`config.mk`:
```
export PLATFORM = sky130hd
export DESIGN_NAME = ccu_snoop_responder
export DESIGN_NICKNAME = d
export VERILOG_FILES = /design/src/rtl/ccu_snoop_responder.sv
export SDC_FILE = /design/constraint.sdc
export NUM_CORES = 1
export LEC_CHECK = 0
export ABC_AREA = 1
export BUFFER_PORTS_ARGS = -buffer_cell sky130_fd_sc_hd__buf_4
export CORE_MARGIN = 2
export CORE_UTILIZATION = 30
export DETAILED_ROUTE_END_ITERATION = 12
export HOLD_SLACK_MARGIN = 0.08
export PLACE_DENSITY = 0.69
export SLEW_MARGIN = 10
export SYNTH_ARGS = -nofsm -noshare
export SYNTH_HDL_FRONTEND = slang
export SYNTH_SLANG_ARGS = --single-unit
```
`constraint.sdc`:
```
create_clock -name clk_i -period 1.6 [get_ports clk_i]
set_clock_uncertainty 0.05 [all_clocks]
set_input_delay 0.08 -clock clk_i [delete_from_list [all_inputs] [get_ports clk_i]]
set_output_delay 0.08 -clock clk_i [all_outputs]
set_load 0.01 [all_outputs]
```
`src/rtl/ccu_snoop_responder.sv`:
```
// ---------------------------------------------------------------------------
// ccu_snoop_responder
//
// Purpose:
//   Snooped-side end of the ACE snoop channels for one cached master. Accepts
//   a snoop on AC, looks the line up in the cache, answers on CR, streams the
//   line on CD in wrap order starting at the snooped beat, then issues one
//   state-update command to the cache. Exactly one snoop is in flight.
//
// Ports:
//   clk_i, rst_i              clock, synchronous active-high reset
//   ac_valid_i/ac_ready_o     snoop request handshake; ac_addr_i, ac_snoop_i
//   cr_valid_o/cr_ready_i     snoop response handshake; cr_resp_o
//                             = {WasUnique,IsShared,PassDirty,Error,DataTransfer}
//   cd_valid_o/cd_ready_i     snoop data handshake; cd_data_o, cd_last_o
//   lk_req_o/lk_addr_o        cache lookup request (held until lk_valid_i)
//   lk_valid_i, lk_hit_i, lk_dirty_i, lk_unique_i   lookup result
//   rd_beat_o/rd_data_i       line read port, data returned combinationally
//   upd_valid_o/upd_op_o      one-cycle cache state-update command
//                             (01 clear unique+dirty, 11 clear unique, 10 inv)
//   dbg_state_o               current FSM state, for observation only
//
// Handshake rule for AC, CR and CD: a transfer happens on a rising clock edge
// where valid and ready are both high. Once a valid is raised here, it and its
// payload stay constant until that transfer; ready never depends on valid.
// ---------------------------------------------------------------------------
module ccu_snoop_responder #(
    parameter int unsigned AddrWidth = 64,
    parameter int unsigned DataWidth = 64,
    parameter int unsigned LineBytes = 64,
    localparam int unsigned NumBeats = LineBytes * 8 / DataWidth,
    localparam int unsigned BW       = $clog2(NumBeats)
) (
    input  logic                 clk_i,
    input  logic                 rst_i,
    input  logic                 ac_valid_i,
    output logic                 ac_ready_o,
    input  logic [AddrWidth-1:0] ac_addr_i,
    input  logic [3:0]           ac_snoop_i,
    output logic                 cr_valid_o,
    input  logic                 cr_ready_i,
    output logic [4:0]           cr_resp_o,
    output logic                 cd_valid_o,
    input  logic                 cd_ready_i,
    output logic [DataWidth-1:0] cd_data_o,
    output logic                 cd_last_o,
    output logic                 lk_req_o,
    output logic [AddrWidth-1:0] lk_addr_o,
    input  logic                 lk_valid_i,
    input  logic                 lk_hit_i,
    input  logic                 lk_dirty_i,
    input  logic                 lk_unique_i,
    output logic [BW-1:0]        rd_beat_o,
    input  logic [DataWidth-1:0] rd_data_i,
    output logic                 upd_valid_o,
    output logic [1:0]           upd_op_o,
    output logic [2:0]           dbg_state_o
);

    // Address bits that select the beat within the line.
    localparam int unsigned OffLo = $clog2(DataWidth / 8);
    localparam int unsigned OffHi = $clog2(LineBytes) - 1;

    localparam logic [1:0] OpNone     = 2'b00;
    localparam logic [1:0] OpClrAll   = 2'b01;
    localparam logic [1:0] OpClrUniq  = 2'b11;
    localparam logic [1:0] OpInval    = 2'b10;
    localparam logic [4:0] RespError  = 5'b00010;

    typedef enum logic [2:0] {
        S_IDLE   = 3'd0,
        S_LOOKUP = 3'd1,
        S_RESP   = 3'd2,
        S_DATA   = 3'd3,
        S_UPD    = 3'd4
    } state_e;

    state_e               state_q;
    logic [AddrWidth-1:0] addr_q;
    logic [3:0]           snoop_q;
    logic [1:0]           op_q;
    logic [BW-1:0]        beat_q;      // next line beat to read
    logic [BW:0]          cnt_q;       // beats already loaded into cd_data_q
    logic                 ac_ready_q;
    logic                 lk_req_q;
    logic                 cr_valid_q;
    logic [4:0]           cr_resp_q;
    logic                 cd_valid_q;
    logic [DataWidth-1:0] cd_data_q;
    logic                 cd_last_q;
    logic                 upd_valid_q;

    logic [4:0]           resp_d;
    logic [1:0]           op_d;
    logic                 supported_d;

    function automatic logic is_supported(input logic [3:0] snoop);
        case (snoop)
            4'b0000, 4'b0001, 4'b0010, 4'b0011,
            4'b0111, 4'b1000, 4'b1001, 4'b1101: is_supported = 1'b1;
            default:                             is_supported = 1'b0;
        endcase
    endfunction

    assign supported_d = is_supported(ac_snoop_i);

    // Response and follow-up cache op from the registered type and the
    // lookup result currently on lk_*_i (only consumed on lk_valid_i).
    always_comb begin
        logic wu, is_sh, pd, dt;
        wu    = lk_unique_i;
        is_sh = 1'b0;
        pd    = 1'b0;
        dt    = 1'b0;
        op_d  = OpNone;
        case (snoop_q)
            4'b0000: begin                      // ReadOnce
                dt = 1'b1; is_sh = 1'b1;
            end
            4'b0001, 4'b0011: begin             // ReadShared, ReadNotSharedDirty
                dt = 1'b1; is_sh = 1'b1; pd = lk_dirty_i; op_d = OpClrAll;
            end
            4'b0010: begin                      // ReadClean
                dt = 1'b1; is_sh = 1'b1; op_d = OpClrUniq;
            end
            4'b0111: begin                      // ReadUnique
                dt = 1'b1; pd = lk_dirty_i; op_d = OpInval;
            end
            4'b1000: begin                      // CleanShared
                dt = lk_dirty_i; pd = lk_dirty_i; is_sh = 1'b1;
                op_d = lk_dirty_i ? OpClrAll : OpNone;
            end
            4'b1001: begin                      // CleanInvalid
                dt = lk_dirty_i; pd = lk_dirty_i; op_d = OpInval;
            end
            4'b1101: begin                      // MakeInvalid
                op_d = OpInval;
            end
            default: ;
        endcase
        // A miss answers all-zero and leaves the cache untouched.
        if (!lk_hit_i) begin
            wu = 1'b0; is_sh = 1'b0; pd = 1'b0; dt = 1'b0; op_d = OpNone;
        end
        resp_d = {wu, is_sh, pd, 1'b0, dt};
    end

    always_ff @(posedge clk_i) begin
        if (rst_i) begin
            state_q     <= S_IDLE;
            addr_q      <= '0;
            snoop_q     <= '0;
            op_q        <= OpNone;
            beat_q      <= '0;
            cnt_q       <= '0;
            ac_ready_q  <= 1'b1;
            lk_req_q    <= 1'b0;
            cr_valid_q  <= 1'b0;
            cr_resp_q   <= '0;
            cd_valid_q  <= 1'b0;
            cd_data_q   <= '0;
            cd_last_q   <= 1'b0;
            upd_valid_q <= 1'b0;
        end else begin
            case (state_q)
                S_IDLE: begin
                    if (ac_valid_i && ac_ready_q) begin
                        addr_q     <= ac_addr_i;
                        snoop_q    <= ac_snoop_i;
                        beat_q     <= ac_addr_i[OffHi:OffLo];
                        ac_ready_q <= 1'b0;
                        op_q       <= OpNone;
                        if (supported_d) begin
                            lk_req_q <= 1'b1;
                            state_q  <= S_LOOKUP;
                        end else begin
                            // Unknown type: error response, cache not consulted.
                            cr_valid_q <= 1'b1;
                            cr_resp_q  <= RespError;
                            state_q    <= S_RESP;
                        end
                    end
                end

                S_LOOKUP: begin
                    if (lk_valid_i) begin
                        lk_req_q   <= 1'b0;
                        cr_valid_q <= 1'b1;
                        cr_resp_q  <= resp_d;
                        op_q       <= op_d;
                        state_q    <= S_RESP;
                    end
                end

                S_RESP: begin
                    if (cr_ready_i) begin
                        cr_valid_q <= 1'b0;
                        if (cr_resp_q[0]) begin
                            // First beat loads on the CR handshake edge;
                            // rd_beat_o already points at the start beat.
                            cd_valid_q <= 1'b1;
                            cd_data_q  <= rd_data_i;
                            cd_last_q  <= 1'b0;
                            beat_q     <= beat_q + 1'b1;
                            cnt_q      <= (BW+1)'(1);
                            state_q    <= S_DATA;
                        end else if (op_q != OpNone) begin
                            upd_valid_q <= 1'b1;
                            state_q     <= S_UPD;
                        end else begin
                            ac_ready_q <= 1'b1;
                            state_q    <= S_IDLE;
                        end
                    end
                end

                S_DATA: begin
                    // cd_valid_q is always high here, so the load condition
                    // !cd_valid || cd_ready reduces to cd_ready_i.
                    if (cd_ready_i) begin
                        if (cd_last_q) begin
                            cd_valid_q <= 1'b0;
                            cd_last_q  <= 1'b0;
                            if (op_q != OpNone) begin
                                upd_valid_q <= 1'b1;
                                state_q     <= S_UPD;
                            end else begin
                                ac_ready_q <= 1'b1;
                                state_q    <= S_IDLE;
                            end
                        end else begin
                            cd_data_q <= rd_data_i;
                            cd_last_q <= (cnt_q == (BW+1)'(NumBeats - 1));
                            beat_q    <= beat_q + 1'b1;
                            cnt_q     <= cnt_q + 1'b1;
                        end
                    end
                end

                S_UPD: begin
                    upd_valid_q <= 1'b0;
                    ac_ready_q  <= 1'b1;
                    state_q     <= S_IDLE;
                end

                default: begin
                    state_q    <= S_IDLE;
                    ac_ready_q <= 1'b1;
                end
            endcase
        end
    end

    assign ac_ready_o  = ac_ready_q;
    assign lk_req_o    = lk_req_q;
    assign lk_addr_o   = addr_q;
    assign cr_valid_o  = cr_valid_q;
    assign cr_resp_o   = cr_resp_q;
    assign cd_valid_o  = cd_valid_q;
    assign cd_data_o   = cd_data_q;
    assign cd_last_o   = cd_last_q;
    assign rd_beat_o   = beat_q;
    assign upd_valid_o = upd_valid_q;
    assign upd_op_o    = op_q;
    assign dbg_state_o = state_q;

endmodule

```
==> results.py <==
metrics = {
    "synthesis": {
        "synth_compound_area_share_pct": 14.4,
        "yosys.area_share.simple_pct": 26.1,
        "synth.distinct_cells": 27,
        "async_flop_share_pct": 0,
        "synthMuxAreaShare_pct": 0,
        "synthAdderAreaFrac_pct": 0.429,
        "seq_area_frac_synth_pct": 53.2,
        "synthFlopType": "dfxtp_1",
        "synth-xor-area-share_pct": 0.300,
        "synth_seq_cells": 155,
        "synth_edf_count": 0,
        "syn_nets": 928,
        "syn-mean-instance-area_sq_um": 7.44,
        "synth_top_family_by_area": "simple AND/OR/NAND/NOR gates",
        "synthesis.area_sq_um": 5840,
        "ys_warn_count": 0,
        "syn_inst": 785,
    },
    "critical_path": {
        "r2r_end": "cd_data_o[32]$_SDFFE_PP0P_",
        "criticalPathCategory": "reg -> reg",
        "required_ns": 1.90,
        "regToRegSetupSlack_ns": 0.08,
        "cp-start-kind": "flip-flop",
        "reg2reg_from": "dbg_state_o[0]$_SDFFE_PP0P_",
        "worst-path-max-fanout": 19,
        "rr_worst_depth": 8,
        "cp.arrival_ns": 1.82,
        "worstSetupEndpointType": "flip-flop",
    },
    "floorplanning": {
        "fp.dieArea_sq_um": 20600,
        "die_width_um": 144,
        "die_height_um": 144,
        "initial_core_util_pct": 30.3,
        "core_sq_um": 19300,
        "rows": 51,
        "ios": 288,
    },
    "clock_network": {
        "cts_tree": "built",
        "cts_max_level": 4,
        "clk_pin_slew_ns": 0.06,
        "cts_root_buf": "clkbuf_16",
        "cts_buffer_depth": 2,
        "clkLatencyLatePin_ns": 0.41,
        "clock-sinks": 155,
        "cts_inserted_buffers": 17,
    },
    "grt": {
        "grt_pass1_vias": 6422,
        "overflow": 0,
        "grt_pass1_wl_mm": 31.8,
        "grt_util_all_layers_pct": 19.3,
        "grt_max_degree": 83,
        "antenna_found_initial": 1,
    },
    "finish": {
        "num_antenna_cells": 0,
        "seq_area_sq_um": 3110,
        "multi_input_area_sq_um": 2480,
        "nNetsFinal": 1362,
        "drive_above_1_share_pct": 31.2,
        "postLayoutCoreUtil_pct": 54.7,
        "syn2layout_area_growth_pct": 80.5,
        "fillers": 1750,
    },
    "detailed_routing": {
        "drtPass1Iterations": 5,
        "dr.first_iter.drc_count": 287,
        "wl_per_cell_um": 13.7,
        "wl_mm": 20.5,
        "vias": 6680,
        "vias_per_cell": 4.46,
        "drc_errors": 0,
        "ant_nets": 0,
    },
    "timing": {
        "holdWs_ns": 0.221,
        "setup_ws_ns": 0.0841,
        "period_minus_slack_ns": 1.52,
        "tightest_slew_ns": 0.307,
        "report.final.slew_viol_count": 0,
        "max_freq_ghz": 0.660,
        "rsz0062_at_grt": "true",
        "relSlewSlack_pct": 79.3,
        "period_share_pct": 94.7,
        "hold_violations": 0,
        "setup_viol": 0,
    },
    "worst_hold_path": {
        "hold_path_class": "in -> reg",
        "min_to": "cd_last_o$_SDFFE_PP0P_",
        "min_path_cells": 7,
        "hold_path.startpoint": "cd_ready_i",
    },
    "place": {
        "pre_cts_ws_ns": 0.00463,
        "portBuffers": 287,
        "hpwl_mm": 12.7,
        "place.gp.congestion": 0.807,
    },
    "power_and_ir_drop": {
        "p_per_area_nw_per_um2": 1580,
        "ir_drop_mv": 1.07,
        "p_leak_uw": 0.00487,
    },
    "run_status": {
        "outcome": "completed",
    },
    "flow_run": {
        "drv_cap": 0,
    },
}
[synth_stat cells, types with 3 or more instances]
master	count	share of area, %
buf_6	5	0.96
nand2_1	69	4.4
buf_2	7	0.60
inv_1	28	1.8
nor2_2	4	0.43
inv_2	3	0.19
dfxtp_1	155	53
nand3_1	24	2.1
o21ai_0	128	11
o21ai_1	17	1.5
clkbuf_1	30	1.9
nor2_1	278	18
a21oi_1	21	1.8
[per-stage QoR]
| stage | instances | total power [uW] | setup TNS (ns) | area [sq um] |
|---|---|---|---|---|
| floorplan | 785 | 8930 | 0 | 5840 |
| global placement | 1320 | 11900 | 0 | 8400 |
| finish | 1497 | 16600 | 0 | 10500 |
| global route | 1497 | 17800 | -0.105 | 10500 |
| detailed placement | 1320 | 12000 | 0 | 8400 |
| CTS | 1490 | 16500 | 0 | 10400 |
[critical path, cell delays in order (launching register included)]
cell and delay [ns]:
dfxtp_2 0.38, inv_2 0.10, a21oi_4 0.20, nand3_4 0.10, nor2_4 0.16, buf_4 0.14, clkbuf_16 0.18, nor2_1 0.05
nor2_1 0.09
[cell families after synthesis]
group / count (synthesis)
compound gates: 167
xor+xnor: 2
fa+ha+maj: 2
buf+inv: 75
flops: 155
simple gates: 384
[final cells by class]
cell class / count / area share [%]
repair buffers: 459 / 37.0
clock buffers: 23 / 4.63
multi-input cells: 555 / 23.6
flip-flops and latches: 155 / 29.5
clock inverters: 9 / 1.03
inverters: 31 / 1.12
well taps: 265 / 3.15
[cell usage in the layout, fill, tap and decap left out]
cell type      Yosys  final
xor2_1             1      1
inv_2              3      4
buf_12             0      6
and3b_1            1      1
xnor2_1            1      1
a21oi_1           21     21
dfxtp_1          155    152
nand3_1           24     24
o21ai_1           17     17
or2_2              1      1
nand4_2            1      1
buf_4              1    311
nand4_1            2      2
ha_1               2      2
bufinv_16          0      2
and2_1             1      1
buf_6              5      2
nand2_1           69     63
buf_8              0      1
nand2_2            1      6
nor2_2             4      9
clkbuf_8           0      4
a21oi_4            0      1
dfxtp_2            0      2
nand3_4            0      1
inv_1             28     26
dlygate4sd3_1      0    138
o21ai_0          128    128
nand2_4            1      2
nor2_4             0      4
nor2_1           278    269
clkinv_2           0      4
clkinv_4           0      1
clkinvlp_4         0      1
inv_6              0      2
dfxtp_4            0      1
clkbuf_16          0     18
clkbuf_1          30      2
[worst max path at each step]
stage,startpoint,slack [ns],endpoint
3_3_place_gp,dbg_state_o[1]$_SDFFE_PP0P_,0.05,cr_resp_o[3]$_SDFFE_PP0P_
5_1_grt,dbg_state_o[1]$_SDFFE_PP0P_,-0.02,lk_addr_o[39]$_SDFFE_PP0P_
2_1_floorplan,dbg_state_o[2]$_SDFFE_PP0P_,0.03,cd_data_o[11]$_SDFFE_PP0P_
3_5_place_dp,dbg_state_o[1]$_SDFFE_PP0P_,0.005,cd_data_o[6]$_SDFFE_PP0P_
4_1_cts,dbg_state_o[1]$_SDFFE_PP0P_,0.007,cr_resp_o[2]$_SDFFE_PP0P_
6_report,dbg_state_o[0]$_SDFFE_PP0P_,0.08,cd_data_o[32]$_SDFFE_PP0P_
[power breakdown]
group | leakage (uW) | internal [uW] | switching [uW]
clock | 0.000294 | 2470 | 1600
combinational | 0.00331 | 3210 | 3650
sequential | 0.00127 | 5030 | 678
total | 0.00487 | 10700 | 5930
[per-layer routing]
layer | up-vias | part of all wire (%) | global-route usage, %
li1 | 3381 | - | -
met2 | 228 | 51 | 34.2
met3 | 36 | 7.4 | 6.80
met1 | 3033 | 39 | 21.2
met4 | 2 | 2.7 | 7.28
met5 | - | 0.063 | 0
[registers in the layout, indices dropped and copies added, names as in the netlist]
signal and count:
rd_beat_o 3, upd_op_o 2, lk_addr_o 64, cd_data_o 64
lk_req_o 1, upd_valid_o 1, cnt_q 4, cr_valid_o 1
dbg_state_o 3, snoop_q 4, cr_resp_o 5, cd_valid_o 1
ac_ready_o 1, cd_last_o 1
[timing repair]
item	in CTS	in global routing
buffers inserted	0	6
endpoints found under the setup margin	2	146
endpoints found under the hold margin	148	0
cloned	0	1
pin swaps	0	6
resized for setup	1	28
hold buffers	138	0
(Power assumes the default switching activity.)
